## src/rtl/poker_pkg.sv

```systemverilog
// Shared poker definitions: action codes, dealer handshake states, bet width.
package poker_pkg;

   localparam int BET_W = 8;

   localparam logic [2:0] ACT_FOLD   = 3'd0;
   localparam logic [2:0] ACT_CHECK  = 3'd1;
   localparam logic [2:0] ACT_CALL   = 3'd2;
   localparam logic [2:0] ACT_RAISE  = 3'd3;
   localparam logic [2:0] ACT_ALL_IN = 3'd4;

   typedef enum logic [1:0] {
      ST_IDLE    = 2'd0,
      ST_REQUEST = 2'd1,
      ST_ACK     = 2'd2,
      ST_TOUT    = 2'd3
   } state_t;

endpackage

```

## src/rtl/dealer_communication_response_checker.sv

```systemverilog
// Combinational legality check of one captured player decision.
module response_checker
   import poker_pkg::*;
(
   input  logic [2:0]       action,
   input  logic [BET_W-1:0] bet,
   input  logic [BET_W-1:0] min_bet,
   output logic             illegal
);

   // Codes above ALL_IN are undefined; a raise must meet the latched minimum.
   always_comb begin
      illegal = (action > ACT_ALL_IN) || ((action == ACT_RAISE) && (bet < min_bet));
   end

endmodule

```

## src/rtl/dealer_communication.sv

```systemverilog
// Dealer side of the player handshake: query one player, capture its
// decision, enforce a response timeout and flush stray responders.
module dealer_communication
   import poker_pkg::*;
#(
   parameter int NUM_PLAYERS = 4,
   parameter int PW          = 2,
   parameter int TIMEOUT     = 1000
)(
   input  logic                           clk,
   input  logic                           rst,
   input  logic                           cmd_valid,
   input  logic [PW-1:0]                  cmd_player,
   input  logic [BET_W-1:0]               min_bet,
   output logic                           cmd_ready,
   output logic [NUM_PLAYERS-1:0]         request_player,
   output logic [NUM_PLAYERS-1:0]         ack,
   input  logic [NUM_PLAYERS-1:0]         valid,
   input  logic [3*NUM_PLAYERS-1:0]       action_in,
   input  logic [BET_W*NUM_PLAYERS-1:0]   bet_in,
   output logic                           decision_valid,
   output logic [PW-1:0]                  decision_player,
   output logic [2:0]                     decision_action,
   output logic [BET_W-1:0]               decision_bet,
   output logic                           decision_timeout,
   output logic                           decision_illegal
);

   localparam logic [PW:0] NP_LIM   = (PW+1)'(NUM_PLAYERS);
   localparam logic [15:0] TMO_LAST = 16'(TIMEOUT - 1);

   state_t                   r_state, w_state_nxt;
   logic [PW-1:0]            r_sel;
   logic [BET_W-1:0]         r_min_bet;
   logic [15:0]              r_cnt;
   logic [2:0]               r_act;
   logic [BET_W-1:0]         r_bet;
   logic [NUM_PLAYERS-1:0]   r_flush;

   logic                     r_dec_valid;
   logic [PW-1:0]            r_dec_player;
   logic [2:0]               r_dec_action;
   logic [BET_W-1:0]         r_dec_bet;
   logic                     r_dec_timeout;
   logic                     r_dec_illegal;

   logic                     w_cmd_ok;
   logic                     w_sel_valid;
   logic                     w_tmo;
   logic                     w_illegal;
   logic [NUM_PLAYERS-1:0]   w_req;
   logic [NUM_PLAYERS-1:0]   w_ack;

   assign w_cmd_ok    = cmd_valid && ({1'b0, cmd_player} < NP_LIM);
   assign w_sel_valid = valid[r_sel];
   assign w_tmo       = (r_cnt == TMO_LAST);

   response_checker u_chk (
      .action  (r_act),
      .bet     (r_bet),
      .min_bet (r_min_bet),
      .illegal (w_illegal)
   );

   // State register.
   always_ff @(posedge clk or negedge rst) begin
      if (!rst) r_state <= ST_IDLE;
      else      r_state <= w_state_nxt;
   end

   // Next state: a response on the same edge as the timeout takes the ACK path.
   always_comb begin
      w_state_nxt = r_state;
      case (r_state)
         ST_IDLE:    if (w_cmd_ok) w_state_nxt = ST_REQUEST;
         ST_REQUEST: begin
            if (w_sel_valid) w_state_nxt = ST_ACK;
            else if (w_tmo)  w_state_nxt = ST_TOUT;
         end
         ST_ACK:     if (!w_sel_valid) w_state_nxt = ST_IDLE;
         ST_TOUT:    w_state_nxt = ST_IDLE;
         default:    w_state_nxt = ST_IDLE;
      endcase
   end

   // Command latch, wait counter, first-valid capture and decision record.
   always_ff @(posedge clk or negedge rst) begin
      if (!rst) begin
         r_sel         <= '0;
         r_min_bet     <= '0;
         r_cnt         <= '0;
         r_act         <= '0;
         r_bet         <= '0;
         r_flush       <= '0;
         r_dec_valid   <= 1'b0;
         r_dec_player  <= '0;
         r_dec_action  <= '0;
         r_dec_bet     <= '0;
         r_dec_timeout <= 1'b0;
         r_dec_illegal <= 1'b0;
      end else begin
         r_flush     <= valid;
         r_dec_valid <= 1'b0;
         case (r_state)
            ST_IDLE: if (w_cmd_ok) begin
               r_sel     <= cmd_player;
               r_min_bet <= min_bet;
               r_cnt     <= '0;
            end
            ST_REQUEST: begin
               r_cnt <= r_cnt + 16'd1;
               if (w_sel_valid) begin
                  r_act <= action_in[3*int'(r_sel) +: 3];
                  r_bet <= bet_in[BET_W*int'(r_sel) +: BET_W];
               end
            end
            ST_ACK: if (!w_sel_valid) begin
               r_dec_valid   <= 1'b1;
               r_dec_player  <= r_sel;
               r_dec_action  <= r_act;
               r_dec_bet     <= r_bet;
               r_dec_timeout <= 1'b0;
               r_dec_illegal <= w_illegal;
            end
            ST_TOUT: begin
               r_dec_valid   <= 1'b1;
               r_dec_player  <= r_sel;
               r_dec_action  <= ACT_FOLD;
               r_dec_bet     <= '0;
               r_dec_timeout <= 1'b1;
               r_dec_illegal <= 1'b0;
            end
            default: ;
         endcase
      end
   end

   // Request/ack decode: the selected player is owned by the FSM, all others
   // (and the selected one after a timeout) echo their registered valid.
   always_comb begin
      w_req = '0;
      w_ack = r_flush;
      if (r_state == ST_REQUEST) begin
         w_req[r_sel] = 1'b1;
         w_ack[r_sel] = 1'b0;
      end else if (r_state == ST_ACK) begin
         w_ack[r_sel] = 1'b1;
      end
   end

   assign cmd_ready        = (r_state == ST_IDLE);
   assign request_player   = w_req;
   assign ack              = w_ack;
   assign decision_valid   = r_dec_valid;
   assign decision_player  = r_dec_player;
   assign decision_action  = r_dec_action;
   assign decision_bet     = r_dec_bet;
   assign decision_timeout = r_dec_timeout;
   assign decision_illegal = r_dec_illegal;

endmodule

```

## config.mk

```make
export PLATFORM = sky130hd
export DESIGN_NAME = dealer_communication
export DESIGN_NICKNAME = d
export VERILOG_FILES = /design/src/rtl/poker_pkg.sv /design/src/rtl/dealer_communication_response_checker.sv /design/src/rtl/dealer_communication.sv
export SDC_FILE = /design/constraint.sdc
export NUM_CORES = 1
export LEC_CHECK = 0
export CAP_MARGIN = 40
export CORE_MARGIN = 8
export CORE_UTILIZATION = 43
export DETAILED_ROUTE_END_ITERATION = 10
export PLACE_DENSITY = 0.77
export SLEW_MARGIN = 20
export SYNTH_ARGS = -nofsm -noshare
export SYNTH_HDL_FRONTEND = slang
export SYNTH_SLANG_ARGS = --single-unit
```

## constraint.sdc

```tcl
create_clock -name clk -period 1.8 [get_ports clk]
set_input_delay 0.36 -clock clk [delete_from_list [all_inputs] [get_ports clk]]
set_output_delay 0.36 -clock clk [all_outputs]
set_load 0.005 [all_outputs]
```

==> metrics <==
row count=30; port bufs=85; status=complete, but fails checks; # setup viols final=17; largest net degree at the start of global routing=22; Hold Path Class=in -> async; synth warn=0; top_reg_cell synth=dfrtp_1; violation count after the first detailed-routing iteration=164; Final HPWL DP=5.76 mm; Layout area overhead=47.7%; critical path type=reg -> reg; CP max FO=11; Startpoint Class=flip-flop; DIE AREA=0.00974 mm2; Synth top cells by count=dfrtp_1 (59), nand2_1 (27), o21ai_0 (26); critical path cell sequence=buf_4 > mux4_2 > nand2_2 > buf_12 > mux2_2; CTS Sinks=59; Yosys reg bits=59; Yosys top cell by area=dfrtp_1; Post-route DRC=0; RSZ-0062 raised after global routing=true; Critical Path AT=2.10 ns; fraction of registers with async set/reset=100%; crit path launch=r_sel[0]$_DFFE_PN0P_; Clock Path Buffers=2; Slew Viols, Final=0; wirelength, routed=8.07 mm; die width=98.7 um; number of global-route vias before repair=2,562; part of the cycle the worst path needs=104%; initial antenna violation count=0; Num CTS Buffers=9; Remaining Overflow, GRT=0; placed instance area=0.00400 mm2; first-pass GRT wire length=12.9 mm; top-count cell post-synth=dfrtp_1; vias=2,486; Final Worst Setup Slack=-0.0762 ns; CP required=2.02 ns; crit path capture=r_act[1]$_DFFE_PN0P_; vias per cell=5.55; number of cells on the worst reg-to-reg path=5; Setup WS pre-CTS=-0.279 ns; CTS Hold Bufs=0; Die Ht=98.7 um; TritonCTS clock tree=built; core footprint=0.00672 mm2; initial core utilization=43.8%; cell count after synthesis=254; final hold vios=7; max incr delay on CP=0.57 ns; number of max-cap violations=0; top-area cell type share of the netlist area=50.2%; # fillers=487; average footprint of a synthesized cell=11.6 um2; worst skew pair latency=0.34 ns; Worst-Margin Slew=0.528 ns; I/O pin count=86; register area share after synthesis=50.2%; leakage power=1.88 nW; Root Buffer Master=clkbuf_8; f_max=533 MHz; nets@finish=432; ranking of synthesized cells by area=dfrtp_1 (50%), mux4_2 (9.2%), mux2_2 (6.9%); Routability Congestion=0.793; Mapped Nets=323; min Tclk post-route=1.88 ns; slowest CP cell=mux4_2; DRT antenna net count=0; Avg WL per Cell=18.0 um; reg-to-reg setup timing slack=-0.08 ns; Hold WS=-0.00439 ns; Crit path depth=5; violated checks=hold timing, setup timing; EDFF count, synth=0; Rel. slew slack=64.8%; worst r2r src=r_sel[0]$_DFFE_PN0P_; Layout Skew=0.00692 ns; post-layout util=64.7%; GRT Total Usage=16.9%; delay-heaviest family, CP=multiplexers; post-synth cell types=36; antenna fix cells=0; Power Density=1480 mW/mm2; Worst setup EP type=flip-flop; reg-to-reg endpoint=r_act[1]$_DFFE_PN0P_; CP Buf/Inv Count=2; Final Instance Area=0.00434 mm2; H-tree level count=3; TritonRoute pass-1 iters=4; Post-Syn Area=0.00294 mm2; total power=6.42 mW; clock transition at the registers of the reported paths=0.07 ns; IR drop worst, VDD=968 uV; layout cells sized above 1=25.8%
==> flip-flops by register name (all words and copies together) (netlist names), 3 cells and up <==
register and cells:
decision_action 3, decision_bet 8, r_act 3, r_bet 8
r_cnt 16, r_flush 4, r_min_bet 8
==> worst register-to-register path: cells and delay by family, from the launching register on <==
kind,cells,cell delay [ns]
simple gates,1,0.13
buf+inv,2,0.28
flops,1,0.44
mux,2,0.91
==> per-stage QoR <==
| step | TNS [ns] | std cells |
|---|---|---|
| after floorplan | 0 | 254 |
| after detailed placement | -6.54 | 422 |
| after global placement | -5.85 | 422 |
| final | -0.774 | 448 |
| after CTS | -0.0588 | 443 |
| after global routing | -2.16 | 448 |
==> per-layer routing <==
| layer | part of all wire [%] | vias to the layer above | track usage (%) |
|---|---|---|---|
| li1 | - | 1161 | - |
| met1 | 40 | 1223 | 19.3 |
| met2 | 51 | 91 | 27.9 |
| met3 | 7.9 | 11 | 7.47 |
| met4 | 1.2 | 0 | 4.84 |
| met5 | 0 | - | 0 |
==> where the power goes <==
part | total [mW] | switching (mW) | internal [mW] | leakage [nW]
logic | 3.13 | 1.38 | 1.75 | 1.03
clock network | 1.15 | 0.505 | 0.650 | 0.0997
registers | 2.13 | 0.342 | 1.79 | 0.747
total | 6.42 | 2.23 | 4.19 | 1.88
==> cells in the final DEF (no fill, tap or decap), types with 2 or more instances in the layout <==
| cell type | netlist | layout |
|---|---|---|
| buf_6 | 0 | 6 |
| clkbuf_1 | 6 | 2 |
| clkbuf_8 | 0 | 13 |
| a31oi_1 | 6 | 4 |
| mux2_1 | 3 | 3 |
| a211oi_1 | 3 | 3 |
| inv_1 | 14 | 12 |
| nand4_1 | 7 | 7 |
| clkdlybuf4s50_1 | 0 | 75 |
| dfrtp_1 | 59 | 57 |
| buf_4 | 1 | 15 |
| a22o_1 | 12 | 12 |
| ha_1 | 8 | 8 |
| nor2_1 | 9 | 7 |
| mux4_2 | 12 | 12 |
| a21oi_1 | 3 | 3 |
| mux2i_1 | 7 | 7 |
| nor2_2 | 0 | 2 |
| o21ai_1 | 1 | 7 |
| mux2_2 | 18 | 18 |
| inv_2 | 1 | 3 |
| dfrtp_2 | 0 | 2 |
| clkbuf_2 | 0 | 4 |
| o31ai_1 | 3 | 2 |
| nand2_1 | 27 | 25 |
| dlygate4sd2_1 | 0 | 3 |
| o21ai_0 | 26 | 20 |
| nand3_1 | 4 | 4 |
| buf_2 | 5 | 2 |
| buf_12 | 0 | 5 |
| nor3_2 | 1 | 2 |
| o211ai_1 | 4 | 4 |
==> logic make-up (layout without fill, tap and decap cells) <==
family / count (synthesis) / after routing / synth area share, %
adders and majority gates: 8 / 8 / 3.40
muxes: 40 / 40 / 19.6
AOI/OAI and AO/OA: 60 / 60 / 13.0
and+or+nand+nor: 59 / 59 / 9.83
DFF: 59 / 59 / 50.2
buffers and inverters: 28 / 142 / 3.91
==> area by class of cell <==
type / count / area [um2] / share of cell area [%]
clock buffers: 15 / 186 / 4.29
clock inverters: 1 / 5.00 / 0.115
inverters: 15 / 56.3 / 1.30
multi-input cells: 167 / 1420 / 32.7
flip-flops and latches: 59 / 1480 / 34.0
well taps: 80 / 100 / 2.30
repair buffers: 111 / 1100 / 25.3
==> how the worst min path moves through the flow <==
stage                                                 to  slack, ns  cells after the start
after floorplan           decision_action[0]$_DFFE_PN0P_       0.06                      0
after global placement          r_min_bet[7]$_DFFE_PN0P_       0.36                      1
after detailed placement        r_min_bet[7]$_DFFE_PN0P_       0.37                      1
after CTS                       r_min_bet[7]$_DFFE_PN0P_      0.008                      1
after global routing            r_min_bet[7]$_DFFE_PN0P_       0.01                      1
final                           r_min_bet[7]$_DFFE_PN0P_     -0.004                      1
==> what timing repair did <==
| item | CTS | global route |
|---|---|---|
| gates resized for setup | 26 | 24 |
| pin swaps | 0 | 1 |
| buffers inserted | 5 | 5 |
| endpoints found under the hold margin | 0 | 0 |
| setup endpoints to repair | 33 | 33 |
Note: power is estimated with default switching activity, not from simulation.
